$ cat src/rtl/gdo_backprop_neuron.sv
// gdo_backprop_neuron
//   Backward-pass engine for one neuron in the gdo fixed-point format. The format is a signed
//   DATA_W-bit word with FRAC_W fractional bits, so one = 1 << FRAC_W.
//
//   At start it latches y, err and lr. It then forms the activation derivative d and the local
//   gradient delta = err * d, and the scaled step s = lr * delta. After that it streams N_IN
//   (x, w) beats and returns w' = w - s * x for each one.
//
//   Optional feature: define GDO_BP_SATURATE_EN to clamp every narrowing to the signed DATA_W
//   range. When it is undefined, narrowing wraps (keeps the low DATA_W bits).
//
// Ports
//   clk, rst_n                  clock (rising edge), asynchronous active-low reset
//   start_valid / start_ready   job handshake; y_in, err_in, lr_in are sampled on accept
//   x_valid / x_ready           beat handshake for x_in, w_in and x_last
//   upd_valid / upd_ready       updated-weight handshake for w_out and upd_idx
//   grad_out                    local gradient delta, held until it is recomputed
//   busy, done, err_flag        status: not idle, end-of-job pulse, sticky x_last mismatch
module gdo_backprop_neuron #(
    parameter int DATA_W = 17,
    parameter int FRAC_W = 8,
    parameter int N_IN   = 4,
    parameter int ACT    = 0
) (
    input  logic                                             clk,
    input  logic                                             rst_n,
    input  logic                                             start_valid,
    output logic                                             start_ready,
    input  logic signed [DATA_W-1:0]                         y_in,
    input  logic signed [DATA_W-1:0]                         err_in,
    input  logic signed [DATA_W-1:0]                         lr_in,
    input  logic                                             x_valid,
    output logic                                             x_ready,
    input  logic signed [DATA_W-1:0]                         x_in,
    input  logic signed [DATA_W-1:0]                         w_in,
    input  logic                                             x_last,
    output logic                                             upd_valid,
    input  logic                                             upd_ready,
    output logic signed [DATA_W-1:0]                         w_out,
    output logic [($clog2(N_IN) > 1 ? $clog2(N_IN) : 1)-1:0] upd_idx,
    output logic signed [DATA_W-1:0]                         grad_out,
    output logic                                             busy,
    output logic                                             done,
    output logic                                             err_flag
);

    localparam int IDX_W = ($clog2(N_IN) > 1) ? $clog2(N_IN) : 1;
    // Wide enough for the full product of two (DATA_W+1)-bit operands.
    localparam int PW    = 2 * DATA_W + 2;

    localparam logic [2:0] ST_IDLE   = 3'd0;
    localparam logic [2:0] ST_DERIV  = 3'd1;
    localparam logic [2:0] ST_DELTA  = 3'd2;
    localparam logic [2:0] ST_STREAM = 3'd3;
    localparam logic [2:0] ST_DONE   = 3'd4;

    localparam logic signed [DATA_W:0] ONE =
        {{(DATA_W - FRAC_W){1'b0}}, 1'b1, {FRAC_W{1'b0}}};

    typedef logic signed [PW-1:0] wide_t;

    function automatic logic signed [DATA_W-1:0] narrow(input wide_t v);
`ifdef GDO_BP_SATURATE_EN
        wide_t maxv;
        wide_t minv;
        maxv = {{(PW - DATA_W + 1){1'b0}}, {(DATA_W - 1){1'b1}}};
        minv = ~maxv;
        if (v > maxv) begin
            return maxv[DATA_W-1:0];
        end else if (v < minv) begin
            return minv[DATA_W-1:0];
        end
        return v[DATA_W-1:0];
`else
        return v[DATA_W-1:0];
`endif
    endfunction

    function automatic logic signed [DATA_W:0] sx(input logic signed [DATA_W-1:0] a);
        return {a[DATA_W-1], a};
    endfunction

    // Fixed-point multiply. The arithmetic shift floors toward minus infinity.
    function automatic logic signed [DATA_W-1:0] mul(input logic signed [DATA_W:0] a,
                                                     input logic signed [DATA_W:0] b);
        wide_t p;
        p = wide_t'(a) * wide_t'(b);
        return narrow(p >>> FRAC_W);
    endfunction

    function automatic logic signed [DATA_W-1:0] sub_n(input logic signed [DATA_W:0] a,
                                                       input logic signed [DATA_W:0] b);
        return narrow(wide_t'(a) - wide_t'(b));
    endfunction

    logic [2:0]               state_q, state_d;
    logic signed [DATA_W-1:0] y_q, y_d, err_q, err_d, lr_q, lr_d;
    logic signed [DATA_W-1:0] d_q, d_d, grad_q, grad_d, s_q, s_d;
    logic signed [DATA_W-1:0] w_out_q, w_out_d;
    logic [IDX_W-1:0]         cnt_q, cnt_d, upd_idx_q, upd_idx_d;
    logic                     all_in_q, all_in_d;
    logic                     upd_valid_q, upd_valid_d;
    logic                     err_flag_q, err_flag_d;

    logic signed [DATA_W-1:0] d_calc, grad_calc, s_calc, w_calc;
    logic                     beat_fire, drain, last_beat;

    assign start_ready = (state_q == ST_IDLE);
    // Once the final beat has been taken, no further beats are accepted.
    assign x_ready     = (state_q == ST_STREAM) && !all_in_q && (!upd_valid_q || upd_ready);
    assign beat_fire   = x_valid && x_ready;
    assign drain       = upd_valid_q && upd_ready;
    assign last_beat   = (cnt_q == IDX_W'(N_IN - 1));

    assign upd_valid   = upd_valid_q;
    assign w_out       = w_out_q;
    assign upd_idx     = upd_idx_q;
    assign grad_out    = grad_q;
    assign busy        = (state_q != ST_IDLE);
    assign done        = (state_q == ST_DONE);
    assign err_flag    = err_flag_q;

    always_comb begin
        if (ACT == 0) begin
            d_calc = mul(sx(y_q), ONE - sx(y_q));
        end else if (ACT == 1) begin
            d_calc = sub_n(ONE, sx(mul(sx(y_q), sx(y_q))));
        end else begin
            // Straight-through estimator: the gradient passes unchanged.
            d_calc = ONE[DATA_W-1:0];
        end
        grad_calc = mul(sx(err_q), sx(d_q));
        s_calc    = mul(sx(lr_q), sx(grad_calc));
        w_calc    = sub_n(sx(w_in), sx(mul(sx(s_q), sx(x_in))));
    end

    always_comb begin
        state_d     = state_q;
        y_d         = y_q;
        err_d       = err_q;
        lr_d        = lr_q;
        d_d         = d_q;
        grad_d      = grad_q;
        s_d         = s_q;
        w_out_d     = w_out_q;
        cnt_d       = cnt_q;
        upd_idx_d   = upd_idx_q;
        all_in_d    = all_in_q;
        upd_valid_d = upd_valid_q;
        err_flag_d  = err_flag_q;

        case (state_q)
            ST_IDLE: begin
                if (start_valid) begin
                    state_d    = ST_DERIV;
                    y_d        = y_in;
                    err_d      = err_in;
                    lr_d       = lr_in;
                    cnt_d      = '0;
                    all_in_d   = 1'b0;
                    err_flag_d = 1'b0;
                end
            end
            ST_DERIV: begin
                d_d     = d_calc;
                state_d = ST_DELTA;
            end
            ST_DELTA: begin
                grad_d  = grad_calc;
                s_d     = s_calc;
                state_d = ST_STREAM;
            end
            ST_STREAM: begin
                if (drain) begin
                    upd_valid_d = 1'b0;
                end
                // A new update can load in the same cycle as the previous one drains.
                if (beat_fire) begin
                    upd_valid_d = 1'b1;
                    w_out_d     = w_calc;
                    upd_idx_d   = cnt_q;
                    if (last_beat) begin
                        cnt_d    = '0;
                        all_in_d = 1'b1;
                        if (!x_last) begin
                            err_flag_d = 1'b1;
                        end
                    end else begin
                        cnt_d = cnt_q + 1'b1;
                        if (x_last) begin
                            err_flag_d = 1'b1;
                        end
                    end
                end
                if (all_in_q && drain) begin
                    state_d = ST_DONE;
                end
            end
            ST_DONE: begin
                state_d = ST_IDLE;
            end
            default: begin
                state_d = ST_IDLE;
            end
        endcase
    end

    always_ff @(posedge clk or negedge rst_n) begin
        if (!rst_n) begin
            state_q     <= ST_IDLE;
            y_q         <= '0;
            err_q       <= '0;
            lr_q        <= '0;
            d_q         <= '0;
            grad_q      <= '0;
            s_q         <= '0;
            w_out_q     <= '0;
            cnt_q       <= '0;
            upd_idx_q   <= '0;
            all_in_q    <= 1'b0;
            upd_valid_q <= 1'b0;
            err_flag_q  <= 1'b0;
        end else begin
            state_q     <= state_d;
            y_q         <= y_d;
            err_q       <= err_d;
            lr_q        <= lr_d;
            d_q         <= d_d;
            grad_q      <= grad_d;
            s_q         <= s_d;
            w_out_q     <= w_out_d;
            cnt_q       <= cnt_d;
            upd_idx_q   <= upd_idx_d;
            all_in_q    <= all_in_d;
            upd_valid_q <= upd_valid_d;
            err_flag_q  <= err_flag_d;
        end
    end

endmodule

$ cat config.mk
export PLATFORM = sky130hd
export DESIGN_NAME = gdo_backprop_neuron
export DESIGN_NICKNAME = d
export VERILOG_FILES = /design/src/rtl/gdo_backprop_neuron.sv
export SDC_FILE = /design/constraint.sdc
export NUM_CORES = 2
export LEC_CHECK = 0
export ABC_AREA = 1
export CAP_MARGIN = 10
export CORE_MARGIN = 10
export CORE_UTILIZATION = 45
export CTS_CLUSTER_SIZE = 14
export DETAILED_ROUTE_END_ITERATION = 10
export PLACE_DENSITY = 0.72
export SLEW_MARGIN = 20
export SYNTH_ARGS = -nofsm -noshare
export SYNTH_HDL_FRONTEND = slang
export SYNTH_SLANG_ARGS = --single-unit
$ cat constraint.sdc
create_clock -name clk -period 12.9 [get_ports clk]
set_clock_uncertainty 0.05 [all_clocks]
set_input_delay 1.29 -clock clk [delete_from_list [all_inputs] [get_ports clk]]
set_output_delay 1.29 -clock clk [all_outputs]
set_load 0.02 [all_outputs]
==> run metrics <==
Net Sw Frac 0.285; die width 317 microns; share of layout cells above drive strength 1 0.0247; Post-synth EDFFs 0; Yosys top cell area share 0.422; slowest CP cell dfrtp_1; Slew @ Worst Pin around 1.0 ns; Initial Util 0.455; vias in the first global route 33.2k; DRC viols 0; reg2reg end s_q[16]; power share of the clock group 0.521; cell count after placement between 6k and 7k; RR Startpoint d_q[8]; cell count after synthesis about 5k; dominant cells by area after synthesis fa_1 (42%), inv_1 (14%), nand2_1 (12%); DRT iter0 DRCs ~2.3k; number of vias per cell ~5.0; CP dominant cell by count fa_1; num rows ~110; count leader, synth inv_1; Fin. Hold Viols 0; CTS clk-pin slew, worst paths 0.07 ns; Gate power share 0.099; Post-Syn Area per Cell slightly below 8 sq um; Die ar. 0.100 sq mm; RSZ-0062 raised after global routing no; initial antenna violation count 0; final WL 107000 microns; port buffer count about 130; largest net degree at the start of global routing 70; Crit Path Max Fanout 19; Seq cells post-synth roughly 130; switching power approximately 300 uW; normalized max-slew margin 0.315; Post-synth top flop dfrtp_1; Die Height between 300 and 400 microns; reg2reg setup slack between 1.5 and 2 ns; Setup crit start kind flop; sequential share of the synthesized area 0.0815; clk_lat worst skew around 0.51 ns; Cell Area, Synth 0.0396 sq mm; GR Overflow Total 0; diode count 0; GPL Wtd Cong just under 1; Static Leakage about 0.024 uW; synth unique cells 52; outcome completed; Synth Net Count about 6.3k; Final HPWL DP 88000 microns; CP bufs+invs 9; power per cell area around 25 mW/mm^2; Hold EP w_out[16]; WS Path Type reg2reg; fin crit period around 11 ns; final setup TNS 0 ns; Overall Global Routing Usage 0.222; core area around 0.087 sq mm; Synth-to-Final Area Change 7.05%; Final period util 0.878; max-slew violations 0; Max Fclk 0.0883 GHz; Max VDD drop 0.000115 V; Post-Layout Cell Count 6223; setup bufs post-CTS 0; H-tree levels 4; cell internal pwr 761 uW; CP required between 10 and 15 ns; hold_sp w_out[16]; total stage count of the critical path about 40; first-pass iteration count of the detailed router 6; post-cts gate resize count 0; DR WL/cell about 17 microns; Ys Warns 0; R2R depth a little over 40; Sequential Power Share 0.380; synth cell count leaders inv_1 (1486), nand2_1 (1240), fa_1 (835); I/O pins 133; Final ANT Viol Nets 0; Via Count between 30k and 40k; final-report setup violation count 0; crit path DAT 11.67 ns; Yosys top cell by area fa_1; clock net sink count ~130; Post-CTS Hold Buffers 0; endpoint type of the worst setup path flop; CTS root buffer clkbuf_16; # nets final around 6.3k; hold path cells 2; CTS Buffer Depth 2; final worst slack roughly 1.6 ns; Tot Pwr about 1100 uW; Max-Cap Viols 0; pre-CTS setup slack between 1.5 and 2 ns; CTS buffer count 17; CP peak stage delay 0.88 ns; Synth async-reset ratio 1.00; Worst Hold Class reg2reg; Top Family by Delay on Critical Path adder cells; first-pass GRT wire length roughly 180000 microns; CTS tree yes
-- how the worst max path moves through the flow --
stage | end | slack [ns] | startpoint
finish | s_q[16] | 1.57 | d_q[8]
global route | s_q[16] | 1.04 | d_q[8]
CTS | s_q[16] | 1.64 | d_q[8]
detailed placement | s_q[16] | 1.65 | d_q[8]
global placement | s_q[16] | 1.73 | d_q[8]
floorplan | s_q[16] | 2.71 | err_q[7]
-- logic make-up after synthesis --
group | count (synthesis) | synth area share
flip-flops | 129 | 0.0815
XOR/XNOR | 106 | 0.0244
AND/OR/NAND/NOR | 1721 | 0.173
adder cells (fa/ha/maj) | 1150 | 0.521
buffers and inverters | 1701 | 0.163
AO/OA/AOI/OAI | 266 | 0.0369
-- through the flow --
step	instance area, sq um	utilization	hold slack, ns
finish	42400	0.487	0.434
global route	42400	0.487	0.452
CTS	42400	0.487	0.439
detailed placement	41800	0.480	0.415
global placement	41800	0.480	0.412
floorplan	39600	-	0.418
-- flip-flops by register name, indices dropped and copies added (netlist names) --
name / cells
d_q: 17
err_q: 17
grad_out: 17
lr_q: 17
s_q: 17
w_out: 17
y_q: 17
state_q: 3
cnt_q: 2
upd_idx: 2
all_in_q: 1
err_flag: 1
upd_valid: 1
-- cells in the final DEF (no fill, tap or decap), drive strengths merged, types with 19 or more instances in the layout --
cell           netlist  final
a21oi               88     88
buf                 26     24
clkbuf             166     19
clkdlybuf4s50        0    131
dfrtp              129    129
fa                 835    835
ha                 315    315
inv               1499   1505
nand2             1254   1254
nand3              105    105
nor2               296    296
o21ai              131    131
or2                 19     19
xnor2               52     52
xor2                52     52
-- worst register-to-register path, delay by kind of cell, from the launching register on --
kind,cells,cell delay [ns]
compound gates,4,0.88
fa+ha+maj,14,6.77
buf+inv,9,0.87
flops,1,0.88
simple gates,14,1.77
-- layout make-up --
cell class	count	area, sq um
timing repair buffer	155	1500
inverter	1509	5670
clock inverter	13	174
sequential	129	3230
multi-input combinational	3243	30000
clock buffer	19	443
tap	1155	1450
fill	8373	44600
-- layer usage --
layer	up-vias	global-route usage	part of all wire
li1	14300	-	-
met1	15500	0.302	0.43
met2	1179	0.356	0.46
met3	174	0.0441	0.086
met4	0	0.0659	0.025
met5	-	0	0
-- power groups by stage --
stage	combinational, uW	clock (uW)	sequential [uW]
3_5_place_dp	106	0	412
5_1_grt	115	581	404
3_3_place_gp	104	0	412
6_report	106	555	404
2_1_floorplan	47.9	0	412
4_1_cts	106	567	404
Note: power is estimated with default switching activity, not from simulation.
